File: src/rtl/decode_inst_queue.sv
// -----------------------------------------------------------------------------
// decode_inst_queue
//
// Multi-lane in-order instruction queue between fetch and decode. Fetch writes
// up to IN_WIDTH instructions per cycle into a circular buffer. The OUT_WIDTH
// oldest entries are presented to the decode lanes, and decode consumes any
// prefix of them.
//
// Ports
//   clk         rising-edge clock
//   rst         asynchronous, active-low reset
//   flush       discard every entry on this edge (wins over enqueue/dequeue)
//   in_valid    per-lane fetch valid, contiguous from lane 0
//   in_inst     fetched instructions, lane i at [i*XLEN +: XLEN]
//   in_pc       fetched pcs, same packing
//   in_exc      fetch exception codes, lane i at [i*EXC_W +: EXC_W]
//   in_allowin  a full IN_WIDTH group fits this cycle
//   out_valid   per-lane valid toward decode, contiguous from lane 0
//   out_inst    head instructions, oldest in lane 0
//   out_pc      head pcs
//   out_exc     head exception codes
//   out_take    number of lanes decode consumes this cycle
//   count       current occupancy, 0..DEPTH
// -----------------------------------------------------------------------------
module decode_inst_queue #(
    parameter int DEPTH     = 8,
    parameter int IN_WIDTH  = 2,
    parameter int OUT_WIDTH = 2,
    parameter int XLEN      = 32,
    parameter int EXC_W     = 4
) (
    input  logic                             clk,
    input  logic                             rst,
    input  logic                             flush,
    input  logic [IN_WIDTH-1:0]              in_valid,
    input  logic [IN_WIDTH*XLEN-1:0]         in_inst,
    input  logic [IN_WIDTH*XLEN-1:0]         in_pc,
    input  logic [IN_WIDTH*EXC_W-1:0]        in_exc,
    output logic                             in_allowin,
    output logic [OUT_WIDTH-1:0]             out_valid,
    output logic [OUT_WIDTH*XLEN-1:0]        out_inst,
    output logic [OUT_WIDTH*XLEN-1:0]        out_pc,
    output logic [OUT_WIDTH*EXC_W-1:0]       out_exc,
    input  logic [$clog2(OUT_WIDTH+1)-1:0]   out_take,
    output logic [$clog2(DEPTH+1)-1:0]       count
);

    localparam int PTR_W = $clog2(DEPTH);
    localparam int CNT_W = $clog2(DEPTH + 1);

    // Entry storage
    logic [XLEN-1:0]  inst_q [DEPTH];
    logic [XLEN-1:0]  pc_q   [DEPTH];
    logic [EXC_W-1:0] exc_q  [DEPTH];

    // Queue control state
    logic [PTR_W-1:0] head_q, head_d;
    logic [PTR_W-1:0] tail_q, tail_d;
    logic [CNT_W-1:0] count_q, count_d;

    // Enqueue / presentation helpers
    logic                enq_en;
    logic [CNT_W-1:0]    enq_n;
    logic [IN_WIDTH-1:0] wr_en;
    logic [PTR_W-1:0]    wr_idx [IN_WIDTH];
    logic [PTR_W-1:0]    rd_idx [OUT_WIDTH];

    // Admission looks only at the registered occupancy, so there is no
    // combinational path from out_take back to fetch.
    assign in_allowin = (CNT_W'(DEPTH) - count_q) >= CNT_W'(IN_WIDTH);
    assign enq_en     = in_allowin && !flush;
    assign count      = count_q;

    // Each valid lane lands at tail + (its rank among valid lanes).
    // NOTE: every variable written in always_comb gets a value on every path
    // (defaults first), otherwise synthesis infers a latch.
    always_comb begin
        enq_n = '0;
        wr_en = '0;
        for (int i = 0; i < IN_WIDTH; i++) begin
            wr_idx[i] = tail_q + PTR_W'(enq_n);
            wr_en[i]  = enq_en && in_valid[i];
            if (in_valid[i]) begin
                enq_n = enq_n + CNT_W'(1);
            end
        end
        if (!enq_en) begin
            enq_n = '0;
        end
    end

    // Pointers wrap naturally at PTR_W bits; flush overrides everything.
    always_comb begin
        head_d  = head_q + PTR_W'(out_take);
        tail_d  = tail_q + PTR_W'(enq_n);
        count_d = count_q + enq_n - CNT_W'(out_take);
        if (flush) begin
            head_d  = '0;
            tail_d  = '0;
            count_d = '0;
        end
    end

    // NOTE: sequential state uses non-blocking assignments so every register
    // samples the pre-edge values regardless of statement order.
    always_ff @(posedge clk or negedge rst) begin
        if (!rst) begin
            head_q  <= '0;
            tail_q  <= '0;
            count_q <= '0;
        end else begin
            head_q  <= head_d;
            tail_q  <= tail_d;
            count_q <= count_d;
        end
    end

    // NOTE: the entry array is deliberately left out of reset; out_valid
    // masks stale contents, and an unreset array maps onto plain RAM.
    always_ff @(posedge clk) begin
        for (int i = 0; i < IN_WIDTH; i++) begin
            if (wr_en[i]) begin
                // A faulting fetch carries no usable instruction word.
                inst_q[wr_idx[i]] <= (in_exc[i*EXC_W +: EXC_W] != '0) ? '0
                                     : in_inst[i*XLEN +: XLEN];
                pc_q[wr_idx[i]]   <= in_pc[i*XLEN +: XLEN];
                exc_q[wr_idx[i]]  <= in_exc[i*EXC_W +: EXC_W];
            end
        end
    end

    // Head presentation straight from registered storage, no bypass.
    always_comb begin
        for (int j = 0; j < OUT_WIDTH; j++) begin
            rd_idx[j]                     = head_q + PTR_W'(j);
            out_valid[j]                  = CNT_W'(j) < count_q;
            out_inst[j*XLEN +: XLEN]      = inst_q[rd_idx[j]];
            out_pc[j*XLEN +: XLEN]        = pc_q[rd_idx[j]];
            out_exc[j*EXC_W +: EXC_W]     = exc_q[rd_idx[j]];
        end
    end

endmodule

File: config.mk
export PLATFORM = sky130hd
export DESIGN_NAME = decode_inst_queue
export DESIGN_NICKNAME = d
export VERILOG_FILES = /design/src/rtl/decode_inst_queue.sv
export SDC_FILE = /design/constraint.sdc
export NUM_CORES = 1
export LEC_CHECK = 0
export CORE_MARGIN = 2
export CORE_UTILIZATION = 42
export CTS_CLUSTER_DIAMETER = 120
export DETAILED_ROUTE_END_ITERATION = 12
export GPL_TIMING_DRIVEN = 0
export PLACE_DENSITY = 0.62
export REMOVE_ABC_BUFFERS = 1
export SLEW_MARGIN = 20
export SYNTH_ARGS = -nofsm -noshare
export SYNTH_HDL_FRONTEND = slang
export SYNTH_SLANG_ARGS = --single-unit
File: constraint.sdc
create_clock -name clk -period 6.6 [get_ports clk]
set_input_delay 0.66 -clock clk [delete_from_list [all_inputs] [get_ports clk]]
set_output_delay 0.66 -clock clk [all_outputs]
set_load 0.1 [all_outputs]
==> metrics.txt, run 1 <==
ratio of cells with drive above 1 in the final layout=42.3%; Req. time, crit path=5940 ps; PD cells=354 nW/um^2; post-synthesis mux area share=42.2%; critical path's most frequent cell=buf_16; Remaining DRCs=0; Compound-Gate Fraction of Synth Area=0.286%; status=finished clean; via count=19300; Psw=5.68 mW; number of enable flip-flop cells after synthesis=544; Synth Area in XOR/XNOR=0.220%; Yosys Warn Count=0; sequential share of power=31.3%; CP Capture Type=output pin; post-CTS sizing=0; drt total wl=93500 um; main combinational cell family by area after synthesis=multiplexers; startpoint types=flop; Final ANT Viol Nets=0; Worst slew margin=23.0%; combinational power share=44.1%; post-CTS setup buffer count=0; Slowest cell on crit path=clkdlybuf4s50_1; area grow syn2layout=24.2%; Seq/Total Area, Yosys=52.0%; I/O Buffers=285; Num CTS Buffers=66; Site Rows=101; via/cell ratio=6.09; Net Sw Frac=40.6%; vias in the first global route=20800; RSZ-0062 raised after global routing=false; initial core utilization=42.2%; GRT Total Usage=24.0%; CP max stage delay=970 ps; ys flop type=edfxtp_1; Final Cycle Share=84.5%; hpwl dp=65800 um; clock power share=24.6%; Clk Latency, worst-skew pair=600 ps; hold slack=397 ps; Final Net Count=2302; drt wl/cell=29.5 um; CTS tree=yes; TritonRoute pass-1 iters=7; Synth async-reset ratio=1.81%; initial antenna violation count=2; Avg Cell Area, Syn=17.7 um^2; critical path arrival=4920 ps; CTS H-Tree Depth=3; Hold Fails Final Rpt=0; Slew Limit Fails=0; CP Max Fanout=42; Synth Area in Simple Gates=1.47%; first-pass GRT wire length=137000 um; WP buf/inv=6; Top delay family on crit path=buffers and inverters; Int Pwr=8.33 mW; CTS sink count=554; HP Class=input pin to asynchronous set/reset pin; Final setup viols=0; Synth Cell Area=31900 um^2; crit path time final=5580 ps; Synth cell types=35; Area contributors post-synth=edfxtp_1 (51%), mux4_2 (19%), mux2_2 (15%); final core utilization=52.4%; die area=78200 um^2; cell with the most instances after synthesis=edfxtp_1; Die W=280 um; Final Wtd Congestion=0.714; type of the worst setup path=flop to output pin; Root Driver=clkbuf_16; adder-cell area share of the yosys netlist=0.761%; IR drop worst, VDD=0.000452 V; Post-Syn Instances=1803; Synth area leader=edfxtp_1; Clock transition at path regs=60 ps; Static Leak=13.9 nW; Max Cap Viol=0; top post-synthesis cells by count=edfxtp_1 (544), mux2_2 (419), mux4_2 (272); Max Buffers Root-to-Sink=3; GR Overflow Total=0; setup TNS=0 ps; Yosys top cell area share=51.2%; largest net degree at the start of global routing=47; CTS Hold Buffers Added=0; core area=75600 um^2; max frequency=179 MHz; Iteration-0 DRC Markers=1734; Worst-Margin Slew=1150 ps; Die H=280 um; Synth Register Bits=554; clock skew=19.1 ps; worst path cell trace=buf_16 > buf_16 > ha_4 > buf_16 > buf_16 > buf_16 > mux4_2 > mux2_2 > clkdlybuf4s50_1; I/O pin count=286
[worst register-to-register path: cells and delay by family (launching register included)]
kind / cells / cell delay (ps)
adders and majority gates: 1 / 310
buffers and inverters: 5 / 940
AOI/OAI and AO/OA: 1 / 420
and+or+nand+nor: 3 / 1250
DFF: 1 / 550
[placed cells by master (no fill, tap or decap), types with 5 or more instances in the layout]
master           instances
dfrtp_1                  7
ha_1                    12
mux2i_1                256
buf_2                    9
clkbuf_16               71
buf_8                   21
edfxtp_1               544
buf_16                  48
mux2_2                 419
nor2_1                   9
buf_4                    7
nand2_1                 69
clkbuf_1                22
buf_12                  13
mux4_2                 272
buf_6                   34
nor2b_1                  5
mux2_1                   5
nand3b_1                 5
clkinv_1                15
inv_1                   11
clkdlybuf4s50_1        285
[power by group through the flow]
stage	Combinational (mW)	Sequential, mW	Clock, mW
finish	6.18	4.38	3.45
global route	6.38	4.41	3.64
CTS	6.22	4.38	3.51
detailed placement	6.20	4.46	0
global placement	6.22	4.81	0
floorplan	4.51	4.62	0
[metal layers]
metal  track usage, %  part of all wire [%]  vias up
met5                0                 0.014        -
met4             7.77                   2.8        2
met3             3.49                   6.4      158
met2             40.7                    50      746
met1             31.9                    41    10200
li1                 -                     -     8170
[kinds of logic (layout without fill, tap and decap cells)]
logic type,after synthesis,in the layout
buffers and inverters,157,543
other,0,1
XOR/XNOR,8,8
AO/OA/AOI/OAI,13,13
flip-flops,554,554
adder cells (fa/ha/maj),17,17
multiplexers,952,952
AND/OR/NAND/NOR,102,102
[through the flow]
stage          std cells  total power, mW  setup WS [ps]  area, um^2
6_report            3168             14.0           1020       39600
5_1_grt             3168             14.4            794       39600
4_1_cts             3167             14.1            897       39600
3_5_place_dp        3052             10.7           1530       37600
3_3_place_gp        2920             11.0         -21630       35000
2_1_floorplan       1657             9.14          -7450       31000
[final timing paths]
path / start / end / slack, ps / cells past startpoint
min in group clk: count[0] / count[0] / 750 / 2
worst min register to register: count[0] / count[0] / 750 / 2
worst max register to register: tail_q[0] / inst_q[6][27] / 2840 / 10
worst max-delay path: head_q[0] / out_pc[33] / 1020 / 9
max in group asynchronous: rst / head_q[1] / 5850 / 1
worst min-delay path: rst / head_q[0] / 400 / 1
[flip-flops by register name, indices dropped and copies added (netlist names)]
signal / flops
inst_q: 256
pc_q: 256
exc_q: 32
count: 4
head_q: 3
tail_q: 3
[layout make-up]
class / count / area [um^2]
fillers: 6044 / 36000
well taps: 978 / 1220
repair buffers: 417 / 5230
inverters: 11 / 41.3
diodes: 1 / 2.50
multi-input cells: 1092 / 14500
flip-flops and latches: 554 / 16600
clock buffers: 93 / 1860
clock inverters: 22 / 145
Note: power is estimated with default switching activity, not from simulation.
==> run 2, diff against run 1 <==
- clock period: 6.6 -> 4.79 ns (I/O delays scaled with it)
==> run 2 against run 1 <==
Net effect:
- register-to-register slack got worse by 1800 ps
- final cell count about the same
- routed wire length rose by 0.28%
- clock skew down 1.4 ps
- non-clock buffer count is 2 higher
- global-route usage rose by 0.061 points
- critical path type unchanged
- largest cell class unchanged
- highest routed layer unchanged
==> metrics.txt, run 2 (synthesis gave the netlist of run 1 again) <==
Worst slew margin=25.6% (was 23.0%); Power, Total=19.2 mW (was 14.0 mW); CTS sink count=554 (unchanged); FILL cells=6065 (was 6044); Net Sw Frac=40.8% (was 40.6%); first-pass GRT wire length=137000 um (about the same); critical path's most frequent cell=buf_16 (unchanged); critical path arrival=4190 ps (was 4920 ps); vias in the first global route=20900 (was 20800); core area=75600 um^2 (unchanged); Max Cap Viol=0 (unchanged); CTS tree=yes (unchanged); combinational power share=43.8% (was 44.1%); initial antenna violation count=3 (was 2); max frequency=214 MHz; Site Rows=101 (unchanged); Slowest cell on crit path=clkdlybuf4s50_1 (unchanged); FF-to-FF setup slack=1030 ps (was 2840 ps); Final Cycle Share=97.5%; initial core utilization=42.2% (unchanged); I/O Buffers=285 (unchanged); largest net degree at the start of global routing=47 (unchanged); area grow syn2layout=24.1% (was 24.2%); Clk Latency, worst-skew pair=600 ps (about the same); Final setup viols=0 (unchanged); hold slack=225 ps (was 397 ps); Max Buffers Root-to-Sink=3 (unchanged); type of the worst setup path=flop to output pin (unchanged); Hold Fails Final Rpt=0 (unchanged); Int Pwr=11.4 mW (was 8.33 mW); drt total wl=93800 um (was 93500 um); Clock transition at path regs=60 ps (about the same); Remaining DRCs=0 (unchanged); die area=78200 um^2 (unchanged); drt wl/cell=29.6 um (was 29.5 um); DP Worst Slack=-95.2 ps (was 1530 ps); most common cell after layout, fill and taps aside=edfxtp_1 (unchanged); CTS Hold Buffers Added=0 (unchanged); Slew Limit Fails=0 (unchanged); final worst slack=118 ps (was 1020 ps); Req. time, crit path=4310 ps (was 5940 ps); PD cells=485 nW/um^2 (was 354 nW/um^2); Die H=280 um (unchanged); Post-Layout Cell Count=3170 (was 3168); CP Max Fanout=38 (was 42); I/O pin count=286 (unchanged); commonest cells after routing, fill and taps aside=edfxtp_1 (544), mux2_2 (419), mux4_2 (272) (was edfxtp_1 (544), mux2_2 (419), clkdlybuf4s50_1 (285)); r2r endpoint=inst_q[6][27] (unchanged); Die W=280 um (unchanged); R2R cell count=10 (unchanged); WP buf/inv=4 (was 6); RSZ-0062 raised after global routing=false (unchanged); GR Overflow Total=0 (unchanged); GRT Total Usage=24.1% (was 24.0%); via/cell ratio=6.07 (was 6.09); hpwl dp=65800 um (unchanged); worst r2r src=tail_q[0] (unchanged); Worst-Margin Slew=1110 ps (was 1150 ps); Psw=7.82 mW (was 5.68 mW); Root Driver=clkbuf_16 (unchanged); CP max stage delay=970 ps (about the same); clock skew=17.7 ps (was 19.1 ps); Top delay family on crit path=buffers and inverters (unchanged); HP Class=input pin to asynchronous set/reset pin (unchanged); status=finished clean (unchanged); IR drop worst, VDD=0.000623 V (was 0.000452 V); clock power share=24.8% (was 24.6%); worst path cell trace=buf_16 > ha_4 > xor2_4 > buf_16 > buf_16 > mux2_2 > clkdlybuf4s50_1 (was buf_16 > buf_16 > ha_4 > buf_16 > buf_16 > buf_16 > mux4_2 > mux2_2 > clkdlybuf4s50_1); Final Wtd Congestion=0.714 (unchanged); final core utilization=52.4% (about the same); crit path time final=4670 ps; Placed Cells=3052 (unchanged); TritonRoute pass-1 iters=6 (was 7); final cell area excluding filler cells=39600 um^2 (about the same); setup TNS=0 ps (unchanged); Num CTS Buffers=66 (unchanged); Crit path depth=7 (was 9); startpoint types=flop (unchanged); ratio of cells with drive above 1 in the final layout=42.8% (was 42.3%); CP Launch Point=head_q[1] (was head_q[0]); Iteration-0 DRC Markers=1760 (was 1734); Final ANT Viol Nets=0 (unchanged); Static Leak=14.1 nW (was 13.9 nW); Final Net Count=2304 (was 2302); critical path endpoint=out_inst[41] (was out_pc[33]); CP Capture Type=output pin (unchanged); CTS H-Tree Depth=3 (unchanged); sequential share of power=31.4% (was 31.3%); area of placed instances=37600 um^2 (unchanged); via count=19300 (about the same)
==> run 2: how the worst min path moves through the flow <==
stage	start	to
floorplan	rst	count[0]
global placement	tail_q[2]	tail_q[2]
detailed placement	count[0]	count[0]
CTS	rst	head_q[0]
global route	rst	head_q[0]
finish	rst	head_q[0]
==> run 2: repair_timing <==
action | 4_1_cts | 5_1_grt
gates resized for setup | 53 | 18
setup buffers | 2 | 0
pin swaps | 0 | 0
endpoints found under the setup margin | 75 | 12
endpoints found under the hold margin | 0 | 0
==> run 2: power groups by stage <==
stage | registers, mW | clock network (mW) | logic (mW)
after CTS | 6.03 | 4.84 | 8.48
after detailed placement | 6.14 | 0 | 8.54
final | 6.03 | 4.76 | 8.41
after global routing | 6.07 | 5.02 | 8.69
after global placement | 6.63 | 0 | 8.57
after floorplan | 6.37 | 0 | 6.22
==> run 2: layout make-up <==
type                       instances  area, um^2  share of cell area [%]
antenna                            1        2.50                 0.00632
clock buffer                      93        1860                    4.70
clock inverter                    22         145                   0.367
inverter                          11        41.3                   0.104
multi-input combinational       1092       14500                    36.7
sequential                       554       16600                    41.9
tap                              978        1220                    3.09
timing repair buffer             419        5200                    13.1
==> run 2: metal layers <==
metal	vias to the layer above	global-route usage (%)	routed length (um)	part of all wire (%)
met2	698	40.9	46700	50
met4	2	7.77	2690	2.9
met3	165	3.49	5480	5.8
met1	10200	32.0	38900	42
met5	-	0	13	0.014
li1	8171	-	-	-
